--- src/rtl/hdmi_video_timing_ctrl.sv ---
// hdmi_video_timing_ctrl
//   Raster timing generator for the HDMI TX path. It drives the i_de / i_ctrl
//   inputs of the three TMDS encoder lanes directly, and reports the pixel
//   position of each output cycle to the upstream pixel source.
//
//   Ports
//     i_pixclk       pixel clock
//     i_reset        asynchronous reset, active-high
//     i_enable       run timing; low forces idle and a restart at (0,0)
//     o_de           active video, to all three lanes
//     o_ctrl_ch0     {vsync, hsync} for lane 0
//     o_ctrl_ch1     {CTL1, CTL0} for lane 1
//     o_ctrl_ch2     {CTL3, CTL2} for lane 2
//     o_hsync        hsync at HSYNC_POL
//     o_vsync        vsync at VSYNC_POL
//     o_guard        video guard-band flag
//     o_x, o_y       position of the current output cycle
//     o_line_start   one-cycle pulse at x=0
//     o_frame_start  one-cycle pulse at x=0, y=0
//
//   All porch / sync / active parameters must be non-zero, H_BP >= 10 when
//   HDMI_MODE=1, and both totals must fit in 12 bits.
module hdmi_video_timing_ctrl #(
  parameter int H_ACTIVE  = 640,
  parameter int H_FP      = 16,
  parameter int H_SYNC    = 96,
  parameter int H_BP      = 48,
  parameter int V_ACTIVE  = 480,
  parameter int V_FP      = 10,
  parameter int V_SYNC    = 2,
  parameter int V_BP      = 33,
  parameter int HSYNC_POL = 0,
  parameter int VSYNC_POL = 0,
  parameter int HDMI_MODE = 1
) (
  input  logic        i_pixclk,
  input  logic        i_reset,
  input  logic        i_enable,
  output logic        o_de,
  output logic [1:0]  o_ctrl_ch0,
  output logic [1:0]  o_ctrl_ch1,
  output logic [1:0]  o_ctrl_ch2,
  output logic        o_hsync,
  output logic        o_vsync,
  output logic        o_guard,
  output logic [11:0] o_x,
  output logic [11:0] o_y,
  output logic        o_line_start,
  output logic        o_frame_start
);

  localparam int H_TOTAL = H_ACTIVE + H_FP + H_SYNC + H_BP;
  localparam int V_TOTAL = V_ACTIVE + V_FP + V_SYNC + V_BP;

  // Last count of each region; the region FSMs advance when the counter
  // sits on these values.
  localparam logic [11:0] H_ACT_LAST  = 12'(H_ACTIVE - 1);
  localparam logic [11:0] H_FP_LAST   = 12'(H_ACTIVE + H_FP - 1);
  localparam logic [11:0] H_SYNC_LAST = 12'(H_ACTIVE + H_FP + H_SYNC - 1);
  localparam logic [11:0] H_LAST      = 12'(H_TOTAL - 1);
  localparam logic [11:0] V_ACT_LAST  = 12'(V_ACTIVE - 1);
  localparam logic [11:0] V_FP_LAST   = 12'(V_ACTIVE + V_FP - 1);
  localparam logic [11:0] V_SYNC_LAST = 12'(V_ACTIVE + V_FP + V_SYNC - 1);
  localparam logic [11:0] V_LAST      = 12'(V_TOTAL - 1);

  // Preamble and guard band occupy the last 10 pixels of a line that is
  // followed by an active line.
  localparam logic [11:0] H_PRE_FIRST   = 12'(H_TOTAL - 10);
  localparam logic [11:0] H_PRE_LAST    = 12'(H_TOTAL - 3);
  localparam logic [11:0] H_GUARD_FIRST = 12'(H_TOTAL - 2);

  localparam logic HS_ON   = 1'(HSYNC_POL);
  localparam logic VS_ON   = 1'(VSYNC_POL);
  localparam logic HDMI_EN = (HDMI_MODE != 0);

  typedef enum logic [1:0] {ST_ACTIVE, ST_FP, ST_SYNC, ST_BP} region_e;

  // Counters hold the position that the next enabled edge will present.
  logic [11:0] h_cnt_q, h_cnt_d, v_cnt_q, v_cnt_d;
  region_e     h_state_q, h_state_d, v_state_q, v_state_d;

  logic        de_q, de_d;
  logic        hsync_on_q, hsync_on_d;
  logic        vsync_on_q, vsync_on_d;
  logic        guard_q, guard_d;
  logic [3:0]  ctl_q, ctl_d;
  logic [11:0] x_q, x_d, y_q, y_d;
  logic        line_start_q, line_start_d;
  logic        frame_start_q, frame_start_d;

  logic h_wrap, v_wrap, next_line_active;

  assign h_wrap = (h_cnt_q == H_LAST);
  assign v_wrap = (v_cnt_q == V_LAST);
  // (y+1) mod V_TOTAL < V_ACTIVE
  assign next_line_active = v_wrap || (v_cnt_q < V_ACT_LAST);

  // State register, including the registered outputs.
  always_ff @(posedge i_pixclk or posedge i_reset) begin
    if (i_reset) begin
      h_cnt_q       <= '0;
      v_cnt_q       <= '0;
      h_state_q     <= ST_ACTIVE;
      v_state_q     <= ST_ACTIVE;
      de_q          <= 1'b0;
      hsync_on_q    <= 1'b0;
      vsync_on_q    <= 1'b0;
      guard_q       <= 1'b0;
      ctl_q         <= '0;
      x_q           <= '0;
      y_q           <= '0;
      line_start_q  <= 1'b0;
      frame_start_q <= 1'b0;
    end else begin
      h_cnt_q       <= h_cnt_d;
      v_cnt_q       <= v_cnt_d;
      h_state_q     <= h_state_d;
      v_state_q     <= v_state_d;
      de_q          <= de_d;
      hsync_on_q    <= hsync_on_d;
      vsync_on_q    <= vsync_on_d;
      guard_q       <= guard_d;
      ctl_q         <= ctl_d;
      x_q           <= x_d;
      y_q           <= y_d;
      line_start_q  <= line_start_d;
      frame_start_q <= frame_start_d;
    end
  end

  // Next-state logic for the counters and the two region FSMs.
  always_comb begin
    h_state_d = h_state_q;
    unique case (h_state_q)
      ST_ACTIVE: if (h_cnt_q == H_ACT_LAST)  h_state_d = ST_FP;
      ST_FP:     if (h_cnt_q == H_FP_LAST)   h_state_d = ST_SYNC;
      ST_SYNC:   if (h_cnt_q == H_SYNC_LAST) h_state_d = ST_BP;
      ST_BP:     if (h_wrap)                 h_state_d = ST_ACTIVE;
    endcase

    // Vertical region only moves on a line wrap, so its edges land on x=0.
    v_state_d = v_state_q;
    if (h_wrap) begin
      unique case (v_state_q)
        ST_ACTIVE: if (v_cnt_q == V_ACT_LAST)  v_state_d = ST_FP;
        ST_FP:     if (v_cnt_q == V_FP_LAST)   v_state_d = ST_SYNC;
        ST_SYNC:   if (v_cnt_q == V_SYNC_LAST) v_state_d = ST_BP;
        ST_BP:     if (v_wrap)                 v_state_d = ST_ACTIVE;
      endcase
    end

    h_cnt_d = h_wrap ? 12'd0 : h_cnt_q + 12'd1;
    v_cnt_d = v_cnt_q;
    if (h_wrap) v_cnt_d = v_wrap ? 12'd0 : v_cnt_q + 12'd1;

    // Disabled: park at the origin so the next enabled edge shows (0,0).
    if (!i_enable) begin
      h_cnt_d   = '0;
      v_cnt_d   = '0;
      h_state_d = ST_ACTIVE;
      v_state_d = ST_ACTIVE;
    end
  end

  // Output decode for the position currently held in the counters.
  always_comb begin
    de_d          = (h_state_q == ST_ACTIVE) && (v_state_q == ST_ACTIVE);
    hsync_on_d    = (h_state_q == ST_SYNC);
    vsync_on_d    = (v_state_q == ST_SYNC);
    guard_d       = HDMI_EN && next_line_active && (h_cnt_q >= H_GUARD_FIRST);
    ctl_d         = '0;
    if (HDMI_EN && next_line_active &&
        (h_cnt_q >= H_PRE_FIRST) && (h_cnt_q <= H_PRE_LAST))
      ctl_d = 4'b0001;  // video data period preamble
    x_d           = h_cnt_q;
    y_d           = v_cnt_q;
    line_start_d  = (h_cnt_q == 12'd0);
    frame_start_d = (h_cnt_q == 12'd0) && (v_cnt_q == 12'd0);
    if (!i_enable) begin
      de_d          = 1'b0;
      hsync_on_d    = 1'b0;
      vsync_on_d    = 1'b0;
      guard_d       = 1'b0;
      ctl_d         = '0;
      x_d           = '0;
      y_d           = '0;
      line_start_d  = 1'b0;
      frame_start_d = 1'b0;
    end
  end

  // Gating with i_enable makes a mid-line disable take effect immediately
  // instead of at the next edge.
  assign o_de          = de_q & i_enable;
  assign o_guard       = guard_q & i_enable;
  assign o_hsync       = (hsync_on_q & i_enable) ? HS_ON : ~HS_ON;
  assign o_vsync       = (vsync_on_q & i_enable) ? VS_ON : ~VS_ON;
  assign o_ctrl_ch0    = {o_vsync, o_hsync};
  assign o_ctrl_ch1    = i_enable ? ctl_q[1:0] : 2'b00;
  assign o_ctrl_ch2    = i_enable ? ctl_q[3:2] : 2'b00;
  assign o_x           = i_enable ? x_q : 12'd0;
  assign o_y           = i_enable ? y_q : 12'd0;
  assign o_line_start  = line_start_q & i_enable;
  assign o_frame_start = frame_start_q & i_enable;

endmodule
--- config.mk ---
export PLATFORM = sky130hd
export DESIGN_NAME = hdmi_video_timing_ctrl
export DESIGN_NICKNAME = d
export VERILOG_FILES = /design/src/rtl/hdmi_video_timing_ctrl.sv
export SDC_FILE = /design/constraint.sdc
export NUM_CORES = 1
export LEC_CHECK = 0
export ABC_AREA = 1
export CAP_MARGIN = 20
export CORE_MARGIN = 3
export CORE_UTILIZATION = 25
export DETAILED_ROUTE_END_ITERATION = 8
export PLACE_DENSITY = 0.42
export SETUP_SLACK_MARGIN = 0.4
export SLEW_MARGIN = 10
export SYNTH_ARGS = -nofsm -noshare
export SYNTH_HDL_FRONTEND = slang
export SYNTH_SLANG_ARGS = --single-unit
--- constraint.sdc ---
create_clock -name i_pixclk -period 3.8 [get_ports i_pixclk]
set_clock_uncertainty 0.15 [all_clocks]
set_input_delay 0.76 -clock i_pixclk [delete_from_list [all_inputs] [get_ports i_pixclk]]
set_output_delay 0.76 -clock i_pixclk [all_outputs]
set_load 0.02 [all_outputs]
==> flow_summary_export.csv, run 1 <==
group,metric,value,unit
cts,clockBufferDepth,2,
route,drtIter0Drc,84,
route,drc,0,
route,wl_per_cell,10.9,um
job,drv_cap,0,
power_and_ir_drop,p_leak,2.50,nW
cts,clkSinkCount,59,
power_and_ir_drop,combPwrFrac,14.1,%
worst_setup_path,arrival,1.95,ns
die,rows,42,
placed_design,place_area,3960,um2
worst_setup_path,cpPeakStageDelay,0.60,ns
cts,cts_tree,"yes",
sta,period_needed,2.86,ns
worst_setup_path,critical_path.top_delay_family,"buffers and inverters",
synthesis,netlist_top_cells_area,"dfrtp_1 43%, nand2_1 15%, inv_1 11%",
sta,finalHoldViolations,0,
worst_setup_path,worstPathRequired,2.89,ns
placed_design,place_hpwl,5060,um
power_and_ir_drop,intPower,1.21,mW
outcome,outcome,"completed",
sta,min_period_over_period,75.4,%
synthesis,yosys_warnings,0,
final_layout,syn_to_final_growth,21.7,%
global_routing,overflow,0,
sta,fin_setup_tns,0,ns
synthesis,syn-cell-area,3470,um2
worst_setup_path,path_buf_inv,4,
cts,clk-insertion-delay-late,0.33,ns
synthesis,synth-seq-area-share,42.6,%
power_and_ir_drop,pwr-share-seq,41.7,%
global_routing,grt_max_degree,74,
global_routing,grt_pass1_wl,13100,um
worst_setup_path,path_max_fanout,73,
final_layout,mostFrequentLayoutCell,"nand2_1",
power_and_ir_drop,switching_share,26.9,%
cts,htreeDepth,3,
sta,fin_ws,0.935,ns
sta,rsz0062_at_grt,"no",
die,core_area,13400,um2
synthesis,netlist.area_leader.share,42.6,%
route,first_pass_iters,4,
synthesis,syn_avg_cell_area,7.38,um2
worst_setup_path,start_kind,"input port",
placed_design,pre_cts_ws,0.935,ns
sta,finalSetupViolCount,0,
sta,finalMaxSlewViolations,0,
cts,cts-resized-gates,0,
worst_setup_path,crit_slowest_cell,"clkdlybuf4s50_1",
hold_path,hold_class,"flop to flop",
final_layout,antennaDiodeCount,0,
route,wl,7460,um
global_routing,grtUsageTotal,10.9,%
final_layout,seq_area,1480,um2
final_layout,final_cell_mix,"140 x nand2_1, 99 x inv_1, 59 x dfrtp_1",
route,routed-via-count,2806,
die,initial_core_util,25.9,%
synthesis,syn_inst,470,
die,fp.dieArea,15300,um2
final_layout,drive_above_1_share,9.11,%
route,vias_per_cell,4.12,
cts,path_clk_slew,0.05,ns
route,antenna_left,0,
final_layout,finalNetCount,521,
placed_design,port_buffers,35,
global_routing,grt_antenna_before_repair,0,
worst_setup_path,crit_path_end_kind,"primary output",
power_and_ir_drop,power.density,393,nW/um2
worst_setup_path,crit_chain,"buf_2, buf_12, nand2_1, inv_1, clkdlybuf4s50_1",
final_layout,fillCellCount,1472,
worst_setup_path,critPathKind,"input port to primary output",
global_routing,grt_pass1_vias,2731,
final_layout,final_area,4220,um2
placed_design,place_congestion,0.811,
cts,postCtsSetupBuffers,0,
cts,root_buffer,"clkbuf_16",
synthesis,yosys.area.top_type,"dfrtp_1",
die,fp.dieW,124,um
cts,cts_buffers,9,
final_layout,multi_input_area,1480,um2
final_layout,utilization,31.5,%
sta,fmax,0.349,GHz
power_and_ir_drop,irDropWorstVdd,0.156,mV
power_and_ir_drop,p_sw,446,uW
die,pin_count,39,
die,die_h,124,um
synthesis,synth-seq-cells,59,
cts,hold_buffers,0,
power_and_ir_drop,clockPowerShare,44.2,%
synthesis,synthDistinctLibCells,36,
==> cell families after synthesis <==
kind of cell	Yosys count	share of synthesized area [%]
buffers and inverters	123	15.1
xor gates and xnor gates	3	0.757
adders and majority gates	16	5.77
and+or+nand+nor	244	31.8
AOI/OAI and AO/OA	24	3.89
DFF	59	42.6
other	1	0.108
==> power by group through the flow <==
stage          logic [mW]  registers, mW  clock network [mW]
6_report            0.234          0.692               0.733
2_1_floorplan       0.186          0.693                   0
4_1_cts             0.240          0.692               0.756
3_5_place_dp        0.239          0.702                   0
3_3_place_gp        0.237          0.700                   0
5_1_grt             0.284          0.696               0.779
==> final timing paths <==
kind	start	endpoint	slack (ns)	cells past startpoint
worst max-delay path	i_enable	o_y[10]	0.94	5
worst min-delay path	h_cnt_q[11]	x_q[11]	0.34	2
worst max register to register	v_cnt_q[0]	v_cnt_q[8]	1.91	9
worst min register to register	h_cnt_q[11]	x_q[11]	0.34	2
max in group asynchronous	i_reset	v_cnt_q[4]	2.56	3
min in group asynchronous	i_reset	y_q[1]	0.66	3
==> cell usage after synthesis, drive strengths merged <==
| cell type | count |
|---|---|
| a31oi | 1 |
| nor3b | 1 |
| xnor2 | 1 |
| inv | 105 |
| nand3 | 21 |
| nor3 | 11 |
| nand4 | 4 |
| o21bai | 1 |
| o21ai | 12 |
| nor4 | 3 |
| clkbuf | 6 |
| and3 | 1 |
| buf | 12 |
| conb | 1 |
| dfrtp | 59 |
| nand2 | 148 |
| ha | 16 |
| nor2 | 53 |
| xor2 | 2 |
| or2 | 2 |
| a21oi | 10 |
==> per-layer routing <==
metal,track usage (%),part of all wire [%],vias up
li1,-,-,1439
met2,15.8,43,48
met1,15.3,52,1306
met3,2.45,3.1,13
met5,0,0,-
met4,5.40,2.4,0
==> cell type report <==
cell class	instances	share of cell area [%]
tap	176	5.21
clock buffer	11	5.98
multi-input combinational	290	34.9
sequential	59	35.0
timing repair buffer	37	9.12
clock inverter	3	0.355
inverter	105	9.45
==> tightest hold or removal path, cell delays in order (launching register included) <==
cell,delay [ns]
dfrtp_1,0.36
nand2_1,0.06
inv_1,0.04
==> sequential cells by signal, summed over array words and instances (netlist names) <==
signal / flops
x_q: 12
v_cnt_q: 12
h_state_q: 2
de_q: 1
hsync_on_q: 1
frame_start_q: 1
guard_q: 1
h_cnt_q: 12
ctl_q: 1
y_q: 12
vsync_on_q: 1
v_state_q: 2
line_start_q: 1
==> through the flow <==
step	power, mW	std cells	hold WS [ns]
floorplan	0.878	472	0.308
global placement	0.937	667	0.337
detailed placement	0.941	667	0.339
CTS	1.69	681	0.350
global route	1.76	681	0.377
finish	1.66	681	0.342
(Power assumes the default switching activity.)
==> run 2, diff against run 1 <==
Clock period 3.8 ns to 2.7 ns, I/O delays scaled along.
==> flow_summary_export.csv, run 2 (synthesis results as in run 1) <==
group,metric,value,unit
outcome,outcome,"completed",
die,rows,42,
placed_design,place_congestion,0.777,
die,core_area,13400,um2
sta,finalHoldViolations,0,
placed_design,place_hpwl,5660,um
route,routed-via-count,2788,
final_layout,mostFrequentLayoutCell,"nand2_1",
route,drtIter0Drc,108,
cts,clkSinkCount,59,
cts,root_buffer,"clkbuf_16",
global_routing,overflow,0,
route,wl_per_cell,11.4,um
power_and_ir_drop,p_total,2.48,mW
worst_setup_path,path_buf_inv,3,
global_routing,grtUsageTotal,11.6,%
die,initial_core_util,25.9,%
route,drc,0,
cts,clk-insertion-delay-late,0.33,ns
die,fp.dieArea,15300,um2
die,fp.dieW,124,um
worst_setup_path,critPathKind,"input port to primary output",
job,drv_cap,0,
worst_setup_path,start_kind,"input port",
sta,rsz0062_at_grt,"no",
final_layout,final_area,4260,um2
route,wl,7830,um
final_layout,finalNetCount,523,
sta,finalSetupViolCount,0,
final_layout,antennaDiodeCount,0,
final_layout,fillCellCount,1492,
final_layout,final_cell_mix,"140 x nand2_1, 99 x inv_1, 59 x dfrtp_1",
final_layout,multi_input_area,1480,um2
final_layout,drive_above_1_share,9.23,%
placed_design,place_area,3970,um2
worst_setup_path,crit_path_end_kind,"primary output",
global_routing,grt_pass1_wl,13800,um
cts,clockBufferDepth,2,
route,vias_per_cell,4.07,
sta,fmax,0.465,GHz
final_layout,seq_area,1480,um2
die,die_h,124,um
sta,fin_setup_tns,0,ns
power_and_ir_drop,p_leak,2.63,nW
hold_path,hp-start,"v_cnt_q[10]",
global_routing,grt_max_degree,60,
worst_setup_path,critical_path.top_delay_family,"buffers and inverters",
global_routing,grt_pass1_vias,2809,
power_and_ir_drop,power.density,582,nW/um2
die,pin_count,39,
hold_path,hold_class,"flop to flop",
cts,path_clk_slew,0.05,ns
worst_setup_path,worstPathRequired,2.01,ns
worst_setup_path,cpPeakStageDelay,0.61,ns
global_routing,grt_antenna_before_repair,0,
worst_setup_path,path_max_fanout,12,
worst_setup_path,arrival,1.46,ns
power_and_ir_drop,irDropWorstVdd,0.277,mV
route,first_pass_iters,4,
worst_setup_path,crit_slowest_cell,"clkdlybuf4s50_1",
sta,period_needed,2.15,ns
worst_setup_path,cp-startpoint,"i_enable",
cts,cts_buffers,9,
worst_setup_path,r2r-start,"v_cnt_q[0]",
cts,htreeDepth,3,
route,antenna_left,0,
cts,cts_tree,"yes",
placed_design,port_buffers,35,
final_layout,syn_to_final_growth,22.8,%
sta,finalMaxSlewViolations,0,
worst_setup_path,crit_chain,"buf_4, nand2_1, inv_1, clkdlybuf4s50_1",
cts,postCtsSetupBuffers,0,
sta,min_period_over_period,79.6,%
==> run 2: area by class of cell <==
class | instances | area share (%)
Tap cell | 176 | 5.17
Clock buffer | 15 | 6.52
Clock inverter | 1 | 0.705
Multi-Input combinational cell | 290 | 34.6
Inverter | 105 | 9.37
Timing Repair Buffer | 39 | 8.93
Sequential cell | 59 | 34.7
==> run 2: metal layers <==
layer,vias up,GRT usage [%],wire [um]
li1,1443,-,-
met1,1296,16.1,4120
met2,41,17.2,3290
met3,8,2.86,296
met4,0,4.98,131
met5,-,0,0
==> run 2: final timing paths <==
kind	to	slack, ns	depth (start not counted)
max	o_y[6]	0.55	4
min	y_q[10]	0.36	2
max reg2reg	v_cnt_q[8]	0.83	9
min reg2reg	y_q[10]	0.36	2
max in group asynchronous	v_cnt_q[7]	1.67	3
min in group asynchronous	y_q[0]	0.43	3
==> run 2: through the flow <==
stage / util (%) / hold WS [ns] / setup slack [ns] / cells
detailed placement: 29.6 / 0.353 / 0.261 / 669
finish: 31.8 / 0.359 / 0.551 / 685
CTS: 31.8 / 0.364 / 0.360 / 685
global route: 31.8 / 0.393 / 0.487 / 685
floorplan: - / 0.308 / 0.416 / 472
global placement: 29.6 / 0.344 / 0.235 / 669
==> run 2: repair_timing <==
item,4_1_cts,5_1_grt
gates resized for setup,21,1
setup endpoints to repair,21,1
hold endpoints to repair,0,0
hold buffers,0,0
gates cloned,0,0
==> run 2: worst min-delay path: cells and delay by family, from the launching register on <==
kind,cells,cell delay (ns)
AND/OR/NAND/NOR,1,0.06
flip-flops,1,0.36
buffers and inverters,1,0.05
==> run 2: where the power goes <==
| group | internal [mW] | switching, mW | total, mW | leakage [nW] |
|---|---|---|---|---|
| logic | 0.123 | 0.209 | 0.331 | 1.67 |
| clock network | 0.790 | 0.386 | 1.18 | 0.150 |
| registers | 0.930 | 0.0419 | 0.972 | 0.813 |
